## config.mk

```make
export PLATFORM = sky130hd
export DESIGN_NAME = cla_group_serial_adder
export DESIGN_NICKNAME = d
export VERILOG_FILES = /design/src/rtl/cla_group_serial_adder.sv
export SDC_FILE = /design/constraint.sdc
export NUM_CORES = 1
export LEC_CHECK = 0
export ABC_AREA = 1
export CORE_MARGIN = 5
export CORE_UTILIZATION = 46
export DETAILED_ROUTE_END_ITERATION = 6
export HOLD_SLACK_MARGIN = 0.12
export PLACE_DENSITY_LB_ADDON = 0.12
export SYNTH_ARGS = -nofsm -noshare
export SYNTH_HDL_FRONTEND = slang
export SYNTH_SLANG_ARGS = --single-unit
```

## constraint.sdc

```tcl
create_clock -name clk -period 2.2 [get_ports clk]
set_clock_uncertainty 0.05 [all_clocks]
set_input_delay 0.66 -clock clk [delete_from_list [all_inputs] [get_ports clk]]
set_output_delay 0.66 -clock clk [all_outputs]
set_load 0.01 [all_outputs]
```

## src/rtl/cla_group_serial_adder.sv

```systemverilog
// cla_group_serial_adder: serial adder/subtractor that resolves one 4-bit
// carry-lookahead group per clock, least significant group first.
//
// Optional feature macro: CLA_OVERFLOW_FLAG_EN (adds the ovf output).
//
// Ports:
//   clk      in   clock, rising edge
//   reset_n  in   synchronous active-low reset
//   start    in   begin an operation (accepted in IDLE or DONE only)
//   op_sub   in   0 = a+b+ci, 1 = a-b
//   a, b     in   WIDTH-bit operands, sampled with start
//   ci       in   carry-in for add, ignored for subtract
//   busy     out  high while groups are being processed
//   done     out  one-cycle pulse when s/co are final
//   s        out  WIDTH-bit result
//   co       out  carry-out (subtract: 1 = no borrow)
//   ovf      out  signed overflow (only with CLA_OVERFLOW_FLAG_EN)
module cla_group_serial_adder #(
  parameter int unsigned WIDTH = 32
) (
  input  logic             clk,
  input  logic             reset_n,
  input  logic             start,
  input  logic             op_sub,
  input  logic [WIDTH-1:0] a,
  input  logic [WIDTH-1:0] b,
  input  logic             ci,
  output logic             busy,
  output logic             done,
  output logic [WIDTH-1:0] s,
  output logic             co
`ifdef CLA_OVERFLOW_FLAG_EN
  ,
  output logic             ovf
`endif
);

  localparam int unsigned G  = WIDTH / 4;
  localparam int unsigned KW = (G > 1) ? $clog2(G) : 1;

  typedef enum logic [1:0] {
    IDLE = 2'd0,
    RUN  = 2'd1,
    DONE = 2'd2
  } state_t;

  state_t           state_q, state_d;
  logic [KW-1:0]    k_q, k_d;
  logic [WIDTH-1:0] a_q, a_d;
  logic [WIDTH-1:0] b_q, b_d;
  logic             carry_q, carry_d;
  logic [WIDTH-1:0] s_q, s_d;
  logic             co_q, co_d;
  logic             busy_q, busy_d;
  logic             done_q, done_d;
`ifdef CLA_OVERFLOW_FLAG_EN
  logic             ovf_q, ovf_d;
`endif

  // Current group slice and its lookahead carries
  logic [3:0] grp_a, grp_b, grp_g, grp_p, grp_sum;
  logic [4:0] c;
  logic       last_grp;

  always_comb begin
    grp_a = 4'(a_q >> {k_q, 2'b00});
    grp_b = 4'(b_q >> {k_q, 2'b00});
    grp_g = grp_a & grp_b;
    grp_p = grp_a | grp_b;
    c[0]  = carry_q;
    c[1]  = grp_g[0] | (grp_p[0] & c[0]);
    c[2]  = grp_g[1] | (grp_p[1] & grp_g[0]) | (grp_p[1] & grp_p[0] & c[0]);
    c[3]  = grp_g[2] | (grp_p[2] & grp_g[1]) | (grp_p[2] & grp_p[1] & grp_g[0])
          | (grp_p[2] & grp_p[1] & grp_p[0] & c[0]);
    c[4]  = grp_g[3] | (grp_p[3] & grp_g[2]) | (grp_p[3] & grp_p[2] & grp_g[1])
          | (grp_p[3] & grp_p[2] & grp_p[1] & grp_g[0])
          | (grp_p[3] & grp_p[2] & grp_p[1] & grp_p[0] & c[0]);
    grp_sum  = grp_a ^ grp_b ^ c[3:0];
    last_grp = (k_q == KW'(G - 1));
  end

  // Next-state and output decode
  always_comb begin
    state_d = state_q;
    k_d     = k_q;
    a_d     = a_q;
    b_d     = b_q;
    carry_d = carry_q;
    s_d     = s_q;
    co_d    = co_q;
`ifdef CLA_OVERFLOW_FLAG_EN
    ovf_d   = ovf_q;
`endif

    case (state_q)
      IDLE, DONE: begin
        if (start) begin
          a_d     = a;
          b_d     = op_sub ? ~b : b;
          carry_d = op_sub ? 1'b1 : ci;
          k_d     = '0;
          s_d     = '0;
          co_d    = 1'b0;
`ifdef CLA_OVERFLOW_FLAG_EN
          ovf_d   = 1'b0;
`endif
          state_d = RUN;
        end else if (state_q == DONE) begin
          state_d = IDLE;
        end
      end
      RUN: begin
        // Unprocessed groups of s are still zero, so OR-in is sufficient
        s_d     = s_q | (WIDTH'(grp_sum) << {k_q, 2'b00});
        carry_d = c[4];
        if (last_grp) begin
          co_d    = c[4];
`ifdef CLA_OVERFLOW_FLAG_EN
          ovf_d   = c[3] ^ c[4];
`endif
          state_d = DONE;
        end else begin
          k_d = k_q + KW'(1);
        end
      end
      default: state_d = IDLE;
    endcase

    busy_d = (state_d == RUN);
    done_d = (state_d == DONE);
  end

  // State and output registers
  always_ff @(posedge clk) begin
    if (!reset_n) begin
      state_q <= IDLE;
      k_q     <= '0;
      a_q     <= '0;
      b_q     <= '0;
      carry_q <= 1'b0;
      s_q     <= '0;
      co_q    <= 1'b0;
      busy_q  <= 1'b0;
      done_q  <= 1'b0;
`ifdef CLA_OVERFLOW_FLAG_EN
      ovf_q   <= 1'b0;
`endif
    end else begin
      state_q <= state_d;
      k_q     <= k_d;
      a_q     <= a_d;
      b_q     <= b_d;
      carry_q <= carry_d;
      s_q     <= s_d;
      co_q    <= co_d;
      busy_q  <= busy_d;
      done_q  <= done_d;
`ifdef CLA_OVERFLOW_FLAG_EN
      ovf_q   <= ovf_d;
`endif
    end
  end

  assign busy = busy_q;
  assign done = done_q;
  assign s    = s_q;
  assign co   = co_q;
`ifdef CLA_OVERFLOW_FLAG_EN
  assign ovf  = ovf_q;
`endif

endmodule

```

# Yosys cells after proc, flatten, opt, wreduce, memory -nomap -nowiden
# Index checks and enable logic that the tools add are counted.
dict set report word_totals {
  wordCells 76
  regBits 105
  input_bits 69
}
dict set report classes {
  reduce_logical 7
  eq_ne 8
  n_addsub 1
  n_bitwise 32
  shifts 3
  n_mux 16
}
# op n
set op_table {}
lappend op_table {{32-bit two-way mux} 2}
lappend op_table {{32-bit case mux with 2 select lines} 1}
lappend op_table {{32-bit by 5-bit >> shifter with 4-bit output} 2}
lappend op_table {{32-bit NOT} 1}
lappend op_table {{32-bit OR} 1}
lappend op_table {{4-bit by 5-bit left shift with 32-bit output} 1}
lappend op_table {{1-bit AND} 16}
lappend op_table {{1-bit OR} 10}
lappend op_table {{4-bit bitwise XOR} 2}
lappend op_table {{2-bit two-way mux} 3}
lappend op_table {{3-bit two-way mux} 2}
lappend op_table {{2-bit inequality test (second input constant)} 3}
lappend op_table {{3-bit case mux with 2 select lines} 1}
lappend op_table {{3-bit AND reduction} 2}
lappend op_table {{4-bit AND} 1}
lappend op_table {{2-bit by 1-bit == test with 1-bit output (second input constant)} 2}
lappend op_table {{2-bit == test (second input constant)} 2}
lappend op_table {{1-bit two-way mux} 4}
lappend op_table {{4-bit OR} 1}
lappend op_table {{1-bit case mux with 2 select lines} 2}
lappend op_table {{2-bit case mux with 2 select lines} 1}
lappend op_table {{2-bit AND reduction} 2}
lappend op_table {{3-bit by 1-bit adder with 3-bit output (second input constant)} 1}
lappend op_table {{3-bit == test (second input constant)} 1}
lappend op_table {{3 further kinds} 3}

# Longest topological paths before layout
dict set report depth {
  word_depth 10
  depth_mapped 18
  ltp_nobuf 17
}

# Worst setup path after synthesis
# Ideal clock, no wire load.
dict set report synth_timing {
  path_type {register to register}
  from {reg k_q[0]}
  to {reg s_q[24], in the netlist s[24]}
  arrival_time_ns 1.957
  setup_time_ns 0.064
  path_stages_with_launch 13
  setup_slack_ns 0.129
  synth_period_minus_slack_ns 2.071
  required_ns 2.086
  cell_sequence {dfxtp_1 -> buf_4 -> inv_4 -> buf_4 -> o21ai_0 -> o21ai_0 -> nand2_1 -> o21ai_1 -> fa_1 -> nand3_1 -> nor3_1 -> nor2_1 -> nor2_1}
}
dict set report synth_between {
  elab_chain_cells 6
  elab_cells_between_ends 7
  classes_between {shift: 3; mux: 1; bitwise: 3}
}
# item line
set synth_rtl {}
lappend synth_rtl {{from (decl)} 48} ;# logic [KW-1:0] k_q, k_d;
lappend synth_rtl {{from (signal assigned)} 150} ;# k_q <= k_d;
lappend synth_rtl {{32-bit by 5-bit >> shifter with 4-bit output (on tied branches)} {66, 67}}
lappend synth_rtl {{4-bit bitwise XOR (2 in a row)} 78} ;# grp_sum = grp_a ^ grp_b ^ c[3:0];
lappend synth_rtl {{4-bit by 5-bit left shift with 32-bit output *} 114} ;# s_d = s_q | (WIDTH'(grp_sum) << {k_q, 2'b00});
lappend synth_rtl {{32-bit OR *} 114}
lappend synth_rtl {{32-bit case mux with 2 select lines *} 95} ;# case (state_q)
lappend synth_rtl {{to (signal assigned)} 141} ;# s_q <= '0;
lappend synth_rtl {{to (signal assigned)} 154} ;# s_q <= s_d;
lappend synth_rtl {{to (decl)} 52} ;# logic [WIDTH-1:0] s_q, s_d;
# Every way passes the cells marked *; elsewhere a longest branch is shown, timed or not.
# A chain may end at the register's enable or synchronous reset.

# Worst setup path after layout
# Ends and elaborated chain as after synthesis.

==> flow_summary.toml <==
[logic_synthesis]
seq_area_frac_synth = 0.4475
syn_inst = 626
syn-cell-area_sq_um = 4697
synth-edff-count = 0
synth-main-ff-cell = "dfxtp_1"
synth-seq-cells = 105
synth_area_per_cell_sq_um = 7.503
async_flop_share = 0
yosysWarnings = 0
syn-num-nets = 706
synthDistinctLibCells = 26

[place]
dpl.hpwl_microns = 8060
dpl_cell_area_sq_um = 5886
dpl.cell_count = 844
place_congestion = 0.7855
portBuffers = 103

[finish]
n_antenna_cell = 0
multiInputGateArea_sq_um = 2444
drive_gt1_frac = 0.1489
area_growth_syn_to_layout_pct = 37.13
nFillCells = 851
layout.nets = 808
seqCellArea_sq_um = 2107
layout.cells.non_filler = 865
fin_area_sq_um = 6441

[global_route]
grt_pass1_vias = 4103
track_usage = 0.1806
grt_pass1_wl_microns = 18880
antenna_found_initial = 0
grt_overflow_total = 0
grt_max_degree = 69

[sta]
finalHoldViolCount = 0
final.setup.tns_ns = -0.8462
rsz0062_at_grt = "true"
fin_ws_ns = -0.07155
period_minus_slack_ns = 2.272
worstMarginPinSlew_ns = 0.6374
slew_headroom = 0.5741
setup_viol = 22
min_period_over_period = 1.033
slew_violations = 0
fmax_mhz = 440.2

[critical_path]
critPathSlowestCell = "dfxtp_4"
crit_type = "reg -> reg"
start_kind = "flip-flop"
end_kind = "flip-flop"
critPathArrivalTime_ns = 2.48
crit_chain = "buf_12 -> buf_4 -> nor2_2 -> o22ai_1 -> nand2_1 -> o21ai_4 -> fa_2 -> nand3_1 -> nor3_2 -> nor2_1 -> nor2_1"
worstPathMaxFanout = 7
cp_num_buf_inv = 2
cp.required_ns = 2.41
crit_top_cell = "nor2_1"
reg2regPathDepth = 11
cpPeakStageDelay_ns = 0.51
crit_cells = 11
crit_family = "simple AND/OR/NAND/NOR gates"

[run]
drv_cap = 0

[routing]
drc_errors = 0
drt_wl_total_microns = 11850
drt_iter0_markers = 207
wl_per_cell_microns = 13.69
vias_per_cell = 5.076
num_vias = 4391
firstDrtPassIters = 4
antenna_left = 0

[cts]
cts_sinks = 105
cts_tree = "done"
cts-root-buf = "clkbuf_8"
clkLatencyLatePin_ns = 0.37
cts.reportedPaths.clkPinSlew_ns = 0.09
cts-buffers-inserted = 9
h-tree-depth = 3
cts_buffer_depth = 2

[floorplanning]
die_y_microns = 111.1
die_w_microns = 111.1
start_util = 0.4762
io_pins = 104
num_rows = 36
core_area_sq_um = 9864
dieArea_sq_um = 12330

[outcome]
violations = "setup timing"
status = "finished with violations"

[pwr]
leakage_nw = 2.537
vdd_drop_max_uv = 382.3
powerDensity_nw_per_um2 = 701.1

[worst_hold_path]
hold_class = "reg -> reg"
hold_depth = 2
-- flip-flops by register name, summed over array words and instances (netlist names) --
name	cells
s	32
state_q	2
co	1
a_q	32
b_q	32
done	1
k_q	3
carry_q	1
busy	1
-- cell usage after synthesis, types with 2 or more instances --
| cell type | number | area, sq um |
|---|---|---|
| o21ai_0 | 110 | 550.5 |
| nor2_1 | 107 | 401.6 |
| dfxtp_1 | 105 | 2102 |
| nand2_1 | 80 | 300.3 |
| a21oi_1 | 42 | 210.2 |
| xnor2_1 | 33 | 289.0 |
| inv_1 | 31 | 116.4 |
| buf_2 | 23 | 115.1 |
| nand4_1 | 17 | 106.4 |
| clkbuf_1 | 14 | 52.55 |
| o21ai_1 | 13 | 65.06 |
| o22ai_1 | 11 | 68.82 |
| ha_1 | 10 | 125.1 |
| nand3_1 | 9 | 45.04 |
| inv_2 | 6 | 22.52 |
| buf_4 | 3 | 22.52 |
| nand2_2 | 2 | 12.51 |
| o31ai_1 | 2 | 15.01 |
-- cells by family (layout without fill, tap and decap cells) --
logic type	after synthesis	in the layout	synth area share
AO/OA/AOI/OAI	179	179	0.1950
XOR/XNOR	33	33	0.06153
adder cells (fa/ha/maj)	11	11	0.03090
buffers and inverters	80	186	0.07485
flip-flops	105	105	0.4475
AND/OR/NAND/NOR	218	218	0.1902
-- power breakdown --
| group | internal [mW] | switching [mW] | leakage, nW | total [mW] |
|---|---|---|---|---|
| combinational | 0.515 | 0.596 | 1.57 | 1.11 |
| clock | 0.664 | 0.642 | 0.104 | 1.31 |
| sequential | 2.02 | 0.0751 | 0.864 | 2.10 |
-- layer usage --
layer  share of wire  global-route usage
met5               0                   0
met3           0.051             0.03439
met4           0.015             0.05596
met2            0.48              0.3038
met1            0.46              0.2350
-- what timing repair did --
action                                  CTS  global route
hold buffers                              0             0
cloned                                    0             3
setup buffers                             1             2
endpoints found under the hold margin     0             0
endpoints found under the setup margin   33            33
resized for setup                        20            73
pin swaps                                 3            29
-- placed cells by master (no fill, tap or decap), drive strengths merged, types with 11 or more instances in the layout --
master         netlist  final
a21oi               42     42
buf                 27     29
clkbuf              15     12
clkdlybuf4s50        0    101
dfxtp              105    105
inv                 38     39
nand2               82     82
nand4               17     17
nor2               108    108
o21ai              123    123
o22ai               11     11
xnor2               33     33
-- area by class of cell --
type / count / area share
clock buffer: 10 / 0.02137
clock inverter: 5 / 0.01243
inverter: 38 / 0.02409
multi-input combinational: 441 / 0.3794
sequential: 105 / 0.3271
tap: 133 / 0.02584
timing repair buffer: 132 / 0.2084
timing repair inverter: 1 / 0.001360
-- final timing paths --
kind,start,slack (ns),end
max,k_q[0]$_SDFFE_PN0P_,-0.07,s[24]$_SDFFE_PN0P_
min reg2reg,s[11]$_SDFFE_PN0P_,0.41,s[11]$_SDFFE_PN0P_
max reg2reg,k_q[0]$_SDFFE_PN0P_,-0.07,s[24]$_SDFFE_PN0P_
min,s[11]$_SDFFE_PN0P_,0.41,s[11]$_SDFFE_PN0P_
-- through the flow --
step	setup WS (ns)	util	hold WS (ns)	total power, mW
after detailed placement	-0.2365	0.5967	0.3934	3.041
after floorplan	0.1292	-	0.3995	2.698
after global routing	-0.2181	0.6530	0.4277	4.755
after CTS	-0.004714	0.6257	0.4092	4.380
after global placement	-0.1815	0.5967	0.3894	3.018
final	-0.07155	0.6530	0.4053	4.516
-- worst min-delay path: stages (launching register included) --
cell	delay, ns
dfxtp_1	0.32
nand2_1	0.06
nand2_1	0.04
No activity file was read; power rests on OpenSTA's default activity.
